### src/rtl/dac_pkg.sv
// Shared constants and types for the cartridge I2S DAC driver.
//   CTR_W      : width of the free-running frame divider
//   *_BIT      : divider bit that drives each DAC clock line
//   SLOT_BITS  : sclk periods per lrck half-frame
//   pcm_pair_t : {left, right} sample pair at the default 16-bit width
//   i2s_bit    : picks the serial bit for slot index k out of an MSB-first slot word
package dac_pkg;

    localparam int CTR_W     = 10;
    localparam int MCLK_BIT  = 1;
    localparam int SCLK_BIT  = 3;
    localparam int LRCK_BIT  = 9;
    localparam int SLOT_BITS = 32;
    localparam int PCM_SW    = 16;

    typedef struct packed {
        logic [PCM_SW-1:0] l;
        logic [PCM_SW-1:0] r;
    } pcm_pair_t;

    // slot_word[SLOT_BITS-1] is slot bit 0, slot_word[0] is slot bit 31.
    function automatic logic i2s_bit(input logic [SLOT_BITS-1:0] slot_word,
                                     input logic [4:0]           k);
        return slot_word[~k];
    endfunction

endpackage

### src/rtl/dac_i2s_tx_fifo.sv
// pcm_fifo: synchronous sample FIFO with exact occupancy.
//   clk, rst_n : negedge clock, async active-low reset (pointers/level only)
//   push/wr_data : write port, caller guarantees ready
//   pop/rd_data  : read port, rd_data shows the head, caller guarantees !empty
//   empty, ready : level == 0, level < DEPTH (both from registered level)
//   level        : occupancy 0..DEPTH
module pcm_fifo #(
    parameter int DEPTH = 4,
    parameter int W     = 32
) (
    input  logic                   clk,
    input  logic                   rst_n,
    input  logic                   push,
    input  logic [W-1:0]           wr_data,
    input  logic                   pop,
    output logic [W-1:0]           rd_data,
    output logic                   empty,
    output logic                   ready,
    output logic [$clog2(DEPTH):0] level
);

    localparam int PW = $clog2(DEPTH);

    logic [PW-1:0] wr_ptr;
    logic [PW-1:0] rd_ptr;
    logic [W-1:0]  mem [DEPTH];

    always_ff @(negedge clk or negedge rst_n) begin
        if (!rst_n) begin
            wr_ptr <= '0;
            rd_ptr <= '0;
            level  <= '0;
        end else begin
            if (push) wr_ptr <= wr_ptr + PW'(1);
            if (pop)  rd_ptr <= rd_ptr + PW'(1);
            case ({push, pop})
                2'b10:   level <= level + (PW+1)'(1);
                2'b01:   level <= level - (PW+1)'(1);
                default: level <= level;
            endcase
        end
    end

    always_ff @(negedge clk) begin
        if (push) mem[wr_ptr] <= wr_data;
    end

    assign rd_data = mem[rd_ptr];
    assign empty   = (level == '0);
    assign ready   = (level < (PW+1)'(DEPTH));

endmodule

### src/rtl/dac_i2s_tx.sv
// dac_i2s_tx: buffers stereo PCM pairs and serialises them as I2S on the
// cartridge DAC bundle. All state moves on the falling edge of clk.
//   en          : 0 holds the divider at 0 and idles every DAC line
//   mute        : sampled at the frame latch, transmits zero frames
//   s_valid/s_data/s_ready : {left,right} sample input, ready = FIFO not full
//   urun/urun_clr : sticky underrun flag (set wins over clear)
//   level       : FIFO occupancy
//   dac_mclk/sclk/lrck : divider bits 1/3/9, dac_sdin : registered serial data
module dac_i2s_tx
    import dac_pkg::*;
#(
    parameter int FIFO_DEPTH = 4,
    parameter int SW         = 16
) (
    input  logic                        clk,
    input  logic                        rst_n,
    input  logic                        en,
    input  logic                        mute,
    input  logic                        s_valid,
    input  logic [2*SW-1:0]             s_data,
    output logic                        s_ready,
    input  logic                        urun_clr,
    output logic                        urun,
    output logic [$clog2(FIFO_DEPTH):0] level,
    output logic                        dac_mclk,
    output logic                        dac_sclk,
    output logic                        dac_lrck,
    output logic                        dac_sdin
);

    localparam int NS_W = CTR_W - SCLK_BIT - 1;
    localparam logic [NS_W-1:0] SLOT_ONE = NS_W'(1);

    logic [CTR_W-1:0]     ctr;
    logic [SW-1:0]        frame_l;
    logic [SW-1:0]        frame_r;
    logic                 sdin_q;
    logic                 urun_q;
    logic [2*SW-1:0]      head;
    logic                 fifo_empty;
    logic                 push;
    logic                 pop;
    logic                 frame_edge;
    logic                 sdin_edge;
    logic [NS_W-1:0]      nxt_slot;
    logic [SLOT_BITS-1:0] slot_word;
    logic                 nxt_bit;

    pcm_fifo #(
        .DEPTH (FIFO_DEPTH),
        .W     (2*SW)
    ) u_fifo (
        .clk     (clk),
        .rst_n   (rst_n),
        .push    (push),
        .wr_data (s_data),
        .pop     (pop),
        .rd_data (head),
        .empty   (fifo_empty),
        .ready   (s_ready),
        .level   (level)
    );

    always_comb begin
        frame_edge = en && (ctr == '1);
        sdin_edge  = en && (ctr[SCLK_BIT:0] == '1);
        push       = s_valid && s_ready;
        pop        = frame_edge && !fifo_empty;
        // sdin only updates when the low divider bits are all ones, so
        // (ctr+1)[9:4] is simply ctr[9:4]+1 there: {channel, slot index}.
        nxt_slot   = ctr[CTR_W-1:SCLK_BIT+1] + SLOT_ONE;
        // Left-justify the word one bit below the slot MSB so slot bit k
        // carries sample[SW-k]; slot bit 0 and bits past SW read zero.
        slot_word  = SLOT_BITS'({1'b0, (nxt_slot[NS_W-1] ? frame_r : frame_l)})
                     << (SLOT_BITS - 1 - SW);
        nxt_bit    = i2s_bit(slot_word, nxt_slot[4:0]);
    end

    always_ff @(negedge clk or negedge rst_n) begin
        if (!rst_n) begin
            ctr     <= '0;
            frame_l <= '0;
            frame_r <= '0;
            sdin_q  <= 1'b0;
            urun_q  <= 1'b0;
        end else begin
            if (frame_edge && fifo_empty) urun_q <= 1'b1;
            else if (urun_clr)            urun_q <= 1'b0;

            if (!en) begin
                ctr     <= '0;
                frame_l <= '0;
                frame_r <= '0;
                sdin_q  <= 1'b0;
            end else begin
                ctr <= ctr + CTR_W'(1);
                if (sdin_edge) sdin_q <= nxt_bit;
                if (frame_edge) begin
                    if (!fifo_empty && !mute) begin
                        {frame_l, frame_r} <= head;
                    end else begin
                        frame_l <= '0;
                        frame_r <= '0;
                    end
                end
            end
        end
    end

    assign urun     = urun_q;
    assign dac_mclk = ctr[MCLK_BIT];
    assign dac_sclk = ctr[SCLK_BIT];
    assign dac_lrck = ctr[LRCK_BIT];
    assign dac_sdin = sdin_q;

endmodule

### config.mk
export PLATFORM = sky130hd
export DESIGN_NAME = dac_i2s_tx
export DESIGN_NICKNAME = d
export VERILOG_FILES = /design/src/rtl/dac_pkg.sv /design/src/rtl/dac_i2s_tx_fifo.sv /design/src/rtl/dac_i2s_tx.sv
export SDC_FILE = /design/constraint.sdc
export NUM_CORES = 1
export LEC_CHECK = 0
export CORE_ASPECT_RATIO = 1.75
export CORE_MARGIN = 2
export CORE_UTILIZATION = 40
export CTS_BUF_LIST = sky130_fd_sc_hd__clkbuf_16
export DETAILED_ROUTE_END_ITERATION = 12
export MAX_ROUTING_LAYER = met4
export SYNTH_ARGS = -nofsm -noshare
export SYNTH_HDL_FRONTEND = slang
export SYNTH_SLANG_ARGS = --single-unit
### constraint.sdc
create_clock -name clk -period 2.85 [get_ports clk]
set_clock_uncertainty 0.05 [all_clocks]
set_input_delay 0.57 -clock clk [delete_from_list [all_inputs] [get_ports clk]]
set_output_delay 0.57 -clock clk [all_outputs]
set_load 0.05 [all_outputs]
Word level (Yosys, flattened, before mapping)
Memories as Yosys holds them, arrays and structs flattened.
Index checks and enable logic that the tools add are counted.
{ "classes": {"order_cmp": 2, "reduce_logical": 11, "n_bitwise": 1, "n_eq_ne": 6, "muxes": 17, "add_sub_neg": 6} }
{ "ops": {"columns": ["op", "count"], "rows": [
  ["two-way mux 16 bit", 7],
  ["adder 10 x 1 -> 10 bit (second input constant)", 1],
  ["== test 10 bit (second input constant)", 1],
  ["two-way mux 10 bit", 1],
  ["two-way mux 1 bit", 7],
  ["adder 6 x 1 -> 6 bit (second input constant)", 1],
  ["logical AND 1 bit", 6],
  ["< comparator 5 x 6 -> 1 bit (second input constant)", 1],
  ["case mux 3 bit (2 select lines)", 1],
  ["binary-select mux 1 bit (select 5 bit)", 1],
  ["NOT 5 bit", 1],
  ["adder 2 x 1 -> 2 bit (second input constant)", 2],
  ["== test 4 bit (second input constant)", 1],
  ["inequality test 2 x 1 -> 1 bit (second input constant)", 2],
  ["nonzero test 2 bit", 2],
  ["adder 3 x 1 -> 3 bit (second input constant)", 1],
  ["zero test 3 bit", 1],
  ["< comparator 3 bit (second input constant)", 1],
  ["subtractor 3 x 1 -> 3 bit (second input constant)", 1],
  ["== test 2 x 1 -> 1 bit (second input constant)", 1],
  ["== test 2 bit (second input constant)", 1],
  ["zero test 1 bit", 2]
]} }
{ "totals": {"reg_bits": 51, "inputBits": 38, "out_inout_bits": 9, "ramBits": 128, "mem_count": 1} }
{ "memory_table": {"columns": ["name", "words", "width", "rd", "rd_clocked_by_memory_dff", "wr", "line", "text"], "rows": [
  ["u_fifo.mem", 4, 32, 1, 0, 1, "dac_i2s_tx_fifo.sv:26", "logic [W-1:0] mem [DEPTH];"]
]} }

Longest topological paths before layout
Gate-level depths: netlist of run 1.
{ "depth": {"depth_word": 6, "ltp_mapped": 11, "ltp_nobuf": 10} }

Hierarchy
A second synthesis of run 1 with hierarchy kept.
{ "hier_totals": {"hier_cells": 433, "hier_area_um2": 7427.1} }
{ "modules_own_cells": {"columns": ["mod", "instances", "seq_area_each_um2", "cells_each", "area_per_inst_um2"], "rows": [
  ["pcm_fifo", 1, 4018.9, 205, 5066.1],
  ["dac_i2s_tx", 1, 1101.1, 228, 2361.0]
]} }

==> results of run 1 <==
worst max-delay path by stage:
stage / start / end / slack (ns) / cells after the start
final: u_fifo.level[2] / s_ready / -0.34 / 2
after global routing: u_fifo.level[2] / s_ready / -0.40 / 2
after CTS: u_fifo.level[2] / s_ready / -0.37 / 2
after detailed placement: en / frame_l[14] / -1.13 / 5
after global placement: en / frame_l[14] / -1.10 / 5
after floorplan: s_valid / u_fifo.level[2] / -0.50 / 9
critical path: cells and delay by family (launching register included):
| family | cells | cell delay (ns) |
|---|---|---|
| DFF | 1 | 0.47 |
| buffers and inverters | 2 | 0.28 |
state kept, by name, indices dropped and copies added, names as in the netlist:
register       cells
ctr               10
u_fifo.rd_ptr      2
u_fifo.mem       128
u_fifo.wr_ptr      2
dac_sdin           1
urun               1
frame_r           16
frame_l           16
u_fifo.level       3
through the flow:
step	std cells	util
finish	888	0.5303
global route	888	0.5303
CTS	886	0.5295
detailed placement	716	0.4654
global placement	716	0.4654
floorplan	434	-
cell usage in the layout, fill, tap and decap left out, types with 3 or more instances in the layout:
cell type	netlist	layout
nand2b_1	6	6
nor2_1	10	9
dfrtn_1	51	51
xor2_1	4	4
inv_1	10	136
and2_2	0	4
a311oi_1	3	3
and3_1	5	5
clkdlybuf4s50_1	0	33
a211oi_1	4	4
nand2_1	12	12
or3_1	3	3
mux4_2	33	33
a22o_1	32	32
buf_4	2	32
edfxtp_1	128	128
nor3_1	6	6
and2_1	12	8
o21ai_0	14	14
clkbuf_16	0	17
ha_1	7	6
inv_6	0	3
clkinv_4	0	4
nand3_1	10	9
xnor2_1	11	11
nand4_1	5	5
buf_12	0	16
a21oi_1	4	4
report_power, final:
group	switching, mW	internal (mW)
Sequential	0.0856	3.14
Combinational	0.514	0.413
Clock	1.43	1.37
Total	2.03	4.92
routing by layer:
metal	wire, um	share of wire
met1	6008	0.40
met2	8592	0.57
met3	367	0.024
met4	207	0.014
met5	0	0
Yosys cell counts (all sizes together), types with 6 or more instances:
cell type / count / area share
nand3: 11 / 0.0092
inv: 10 / 0.0051
o21ai: 15 / 0.012
mux4: 33 / 0.10
dfrtn: 51 / 0.17
ha: 7 / 0.012
edfxtp: 128 / 0.52
nor2: 10 / 0.0051
buf: 9 / 0.0063
and2: 13 / 0.011
clkbuf: 18 / 0.0092
nand2: 14 / 0.0078
xnor2: 11 / 0.013
a22o: 32 / 0.038
nand2b: 6 / 0.0051
nor3: 7 / 0.0055
timing repair:
item | in CTS | in global routing
cloned | 1 | 0
pin swaps | 8 | 6
endpoints found under the setup margin | 174 | 11
gates resized for setup | 18 | 0
setup buffers | 10 | 2
kinds of logic (layout without fill, tap and decap cells):
logic type | Yosys count | after routing | synth area share
AO/OA/AOI/OAI | 75 | 75 | 0.07973
AND/OR/NAND/NOR | 86 | 87 | 0.06747
XOR/XNOR | 15 | 15 | 0.01789
adder cells (fa/ha/maj) | 8 | 8 | 0.01465
multiplexers | 34 | 34 | 0.1026
flip-flops | 179 | 179 | 0.6971
buffers and inverters | 37 | 256 | 0.02061
area by class of cell:
cell class	instances	area, um^2
Clock buffer	17	425.4
Timing Repair Buffer	87	947.2
Tap cell	234	292.8
Inverter	9	37.54
Clock inverter	143	604.3
Fill cell	1561	8481
Multi-Input combinational cell	219	2147
Sequential cell	179	5120
==> impl_metrics.yaml, run 1 <==
global_routing:
  grt_pass1_wl_um: 24960
  grt_antenna_before_repair: 0
  top_usage_layer: "met2"
  grt_use_total: 0.1750
  use_met2: 0.3013
  grtUsageMet1: 0.1874
  overflow: 0
  grt_use_met3: 0.04797
  grt_max_degree: 52
  grt_pass1_vias: 4907
layout:
  final_cell_area_um2: 9574
  nNetsFinal: 687
  areaGrowthSynthToFinish_pct: 30.36
  drive_gt1_frac: 0.2125
  num_antenna_cells: 0
die:
  core_um2: 18050
  die_h_um: 183.3
  start_util: 0.4068
  fp.dieW_um: 106.4
  num_rows: 65
  die_area_um2: 19500
  ios: 47
drt:
  routed_via_density: 5.029
  wl_um: 15180
  num_vias: 4466
  wl_per_cell_um: 17.09
  postRouteAntennaNets: 0
  route.detailed.drc: 0
  drt_iter0_markers: 237
  firstDrtPassIters: 4
sta:
  worst_slack_ns: -0.3434
  slew_violations: 0
  worst_slew_pin_slew_ns: 1.115
  slew_headroom: 0.2511
  setup_tns_ns: -2.143
  hold_viol_final: 0
  setup_viol: 10
  hold_ws_ns: 0.3762
  rsz0062_at_grt: "yes"
placement:
  port_buffers: 46
  dp_hpwl_um: 9929
  dpl_worst_slack_ns: -1.133
  placed_cell_area_um2: 8403
  finalWeightedCongestion: 0.8543
critical_path:
  r2r_cells: 10
  reg2reg_from: "u_fifo.level[2]"
  worstPathRequired_ns: 2.23
  reg2reg_to: "u_fifo.level[2]"
  criticalPathCategory: "reg -> out"
  rrSetupSlack_ns: 0.29
  worstPathCellList: "clkinvlp_4 -> buf_6"
  crit_arrival_ns: 2.57
  cp-end-kind: "output port"
  critPathLaunchType: "flip-flop"
  critical-path-max-stage-delay_ns: 0.47
  crit_slowest_cell: "dfrtn_1"
  worstPathMaxFanout: 2
power:
  total_power_mw: 6.950
  ir_drop_mv: 0.4501
  power_density_nw_per_um2: 725.9
  power_leakage_nw: 3.908
logic_synthesis:
  synth_seq_cells: 179
  synth_seq_area_share: 0.6971
  syn-num-nets: 480
  async_flop_share: 0.2849
  synth_cell_types: 52
  avgSynthCellArea_um2: 16.92
  syn_area_um2: 7345
  synth_edf_count: 128
  synth_ff_type: "edfxtp_1"
  synthCells: 434
  yosysWarnings: 0
clocking:
  htreeDepth: 4
  clockRootBuffer: "clkbuf_16"
  path_clk_slew_ns: 0.05
  clock-sinks: 179
  hold_buffers: 0
  numCtsBuffers: 17
  worstSkewPairLatency_ns: 0.46
  cts_buffer_depth: 2
  cts_tree: "yes"
run_status:
  violations: "negative setup slack"
  status: "finished, violations left"
flow_run:
  drv_cap: 0
min_path:
  hold_start: "ctr[0]"
  whs_endpoint: "ctr[0]"
  whs_path_depth: 1
  hp-class: "reg -> reg"
Note: power is estimated with default switching activity, not from simulation.
==> run 2: changes to the inputs <==
--- a/config.mk
+++ b/config.mk
@@ -5,6 +5,7 @@
 export SDC_FILE = /design/constraint.sdc
 export NUM_CORES = 1
 export LEC_CHECK = 0
+export CAP_MARGIN = 20
 export CORE_ASPECT_RATIO = 1.75
 export CORE_MARGIN = 2
 export CORE_UTILIZATION = 40
==> results of run 2 <==
Same layout as run 1: the final DEF is identical, and so are final timing and power.
==> run 3: changes to the inputs <==
--- a/config.mk
+++ b/config.mk
@@ -10,8 +10,10 @@
 export CORE_MARGIN = 2
 export CORE_UTILIZATION = 40
 export CTS_BUF_LIST = sky130_fd_sc_hd__clkbuf_16
+export CTS_CLUSTER_DIAMETER = 30
 export DETAILED_ROUTE_END_ITERATION = 12
 export MAX_ROUTING_LAYER = met4
+export SETUP_SLACK_MARGIN = 0.3
 export SYNTH_ARGS = -nofsm -noshare
 export SYNTH_HDL_FRONTEND = slang
 export SYNTH_SLANG_ARGS = --single-unit
==> run 3 against run 2 <==
The flow still finishes with violations (negative setup slack). Cell count rose by 4.4%. Critical path depth did not move. Total power rose by 10%. Worst hold slack improved by 0.023 ns. Sequential share of layout area fell by 4.4 points. Clock-buffer cell count rose by 1. Core utilization rose by 4.7 points. Via count rose by 8.8%. Register-to-register slack got worse by 0.21 ns.
==> impl_metrics.yaml, run 3 (synthesized netlist as in run 1, its figures left out) <==
layout:
  largest_reg_flops: 128
  fill_cells: 1460
  reg_top3: "u_fifo.mem (128), frame_l (16), frame_r (16)"
  top_register: "u_fifo.mem"
  num_antenna_cells: 0
  layout_commonest_cell: "inv_1"
  nNetsFinal: 726
  areaGrowthSynthToFinish_pct: 41.98
  most-common-layout-cells: "inv_1 (135), edfxtp_1 (128), dfrtn_1 (51)"
  postLayoutCoreUtil: 0.5775
  drive_gt1_frac: 0.2771
sta:
  worst_slack_ns: -0.3786
  slew_headroom: 0.6413
  setup_viol: 10
  slew_violations: 0
  setup_tns_ns: -2.340
  worst_slew_pin_slew_ns: 0.5343
  hold_viol_final: 0
  rsz0062_at_grt: "yes"
clocking:
  cts_tree: "yes"
  htreeDepth: 4
  clockRootBuffer: "clkbuf_16"
  worstSkewPairLatency_ns: 0.47
  numCtsBuffers: 17
  cts_buffer_depth: 2
  hold_buffers: 0
  path_clk_slew_ns: 0.05
  clock-sinks: 179
power:
  total_power_mw: 7.665
  power_density_nw_per_um2: 735.1
  power_leakage_nw: 4.286
  ir_drop_mv: 0.5890
run_status:
  status: "finished, violations left"
  violations: "negative setup slack"
critical_path:
  criticalPathCategory: "reg -> out"
  critical-path-max-stage-delay_ns: 0.48
  crit_slowest_cell: "dfrtn_1"
  worst-path-buf-inv: 2
  reg2reg_from: "ctr[7]"
  crit_start: "u_fifo.level[2]"
  worstPathCellList: "clkinvlp_4 -> buf_6"
  worstPathMaxFanout: 2
  cp-end-kind: "output port"
  cp_top_family: "flip-flops"
  crit_arrival_ns: 2.61
  critPathLaunchType: "flip-flop"
  worstPathRequired_ns: 2.23
die:
  num_rows: 65
  ios: 47
  core_um2: 18050
  die_h_um: 183.3
  start_util: 0.4068
  die_area_um2: 19500
  fp.dieW_um: 106.4
placement:
  finalWeightedCongestion: 0.8548
  dp_hpwl_um: 10250
  port_buffers: 46
drt:
  firstDrtPassIters: 4
  drt_iter0_markers: 260
  num_vias: 4861
  route.detailed.drc: 0
  postRouteAntennaNets: 0
  routed_via_density: 5.244
  wl_um: 18950
  wl_per_cell_um: 20.44
global_routing:
  grt_use_total: 0.2082
  grt_pass1_wl_um: 28660
  grt_pass1_vias: 5396
  grt_antenna_before_repair: 0
  overflow: 0
  grt_max_degree: 35
flow_run:
  drv_cap: 0
min_path:
  hold_start: "ctr[0]"
  hp-class: "reg -> reg"
run 3: cell count changes in the layout (fill, tap and decap cells not counted), sizes merged, moves of 2 or more:
cell / delta
a21boi: +2
buf: +35
clkbuf: +3
clkinv: -3
clkinvlp: +2
run 3: worst register-to-register path, cell delays in order, from the launching register on:
cell     delay, ns
dfrtn_1       0.65
and3_1        0.25
and3_1        0.49
nand3_4       0.13
nor2_4        0.14
ha_4          0.15
inv_2         0.03
fa_2          0.33
xor2_1        0.18
nor2_1        0.09
xnor2_1       0.12
run 3: cell type report:
cell class | instances | area, um^2 | share of cell area
Sequential cell | 179 | 5120 | 0.4910
Clock inverter | 142 | 624.3 | 0.05988
Clock buffer | 18 | 450.4 | 0.04320
Tap cell | 234 | 292.8 | 0.02808
Timing Repair Buffer | 124 | 1659 | 0.1591
Multi-Input combinational cell | 221 | 2243 | 0.2151
Inverter | 9 | 37.54 | 0.003600
run 3: worst paths after layout:
check	endpoint	slack, ns	depth (start not counted)
worst max-delay path	s_ready	-0.38	2
worst min-delay path	ctr[0]	0.40	1
worst max register to register	u_fifo.level[2]	0.08	10
worst min register to register	ctr[0]	0.40	1
max in group asynchronous	frame_r[9]	0.97	2
min in group asynchronous	u_fifo.level[1]	1.26	1
run 3: per-layer routing:
layer | vias to the layer above | global-route usage | part of all wire
met1 | 2485 | 0.2011 | 0.35
met4 | 0 | 0.1226 | 0.040
met5 | - | - | 0
met2 | 116 | 0.3708 | 0.57
li1 | 2220 | - | -
met3 | 40 | 0.05188 | 0.038
run 3: power breakdown:
part | switching [mW] | leakage (nW) | total, mW | internal [mW]
Clock | 1.48 | 0.968 | 3.00 | 1.52
Combinational | 0.686 | 1.46 | 1.44 | 0.753
Sequential | 0.0922 | 1.86 | 3.23 | 3.14
run 3: timing repair:
item,4_1_cts,5_1_grt
gates cloned,14,2
pin swaps,9,2
resized for setup,56,23
endpoints found under the setup margin,188,173
setup buffers,26,8
hold endpoints to repair,0,0
run 3: through the flow:
step | hold WS [ns] | std cells | instance area, um^2 | setup slack, ns
2_1_floorplan | 0.3355 | 434 | 7441 | -0.5016
3_3_place_gp | 0.3533 | 717 | 8431 | -1.065
3_5_place_dp | 0.3805 | 717 | 8431 | -1.151
4_1_cts | 0.3813 | 916 | 10240 | -0.3872
5_1_grt | 0.4263 | 927 | 10430 | -0.4186
6_report | 0.3991 | 927 | 10430 | -0.3786
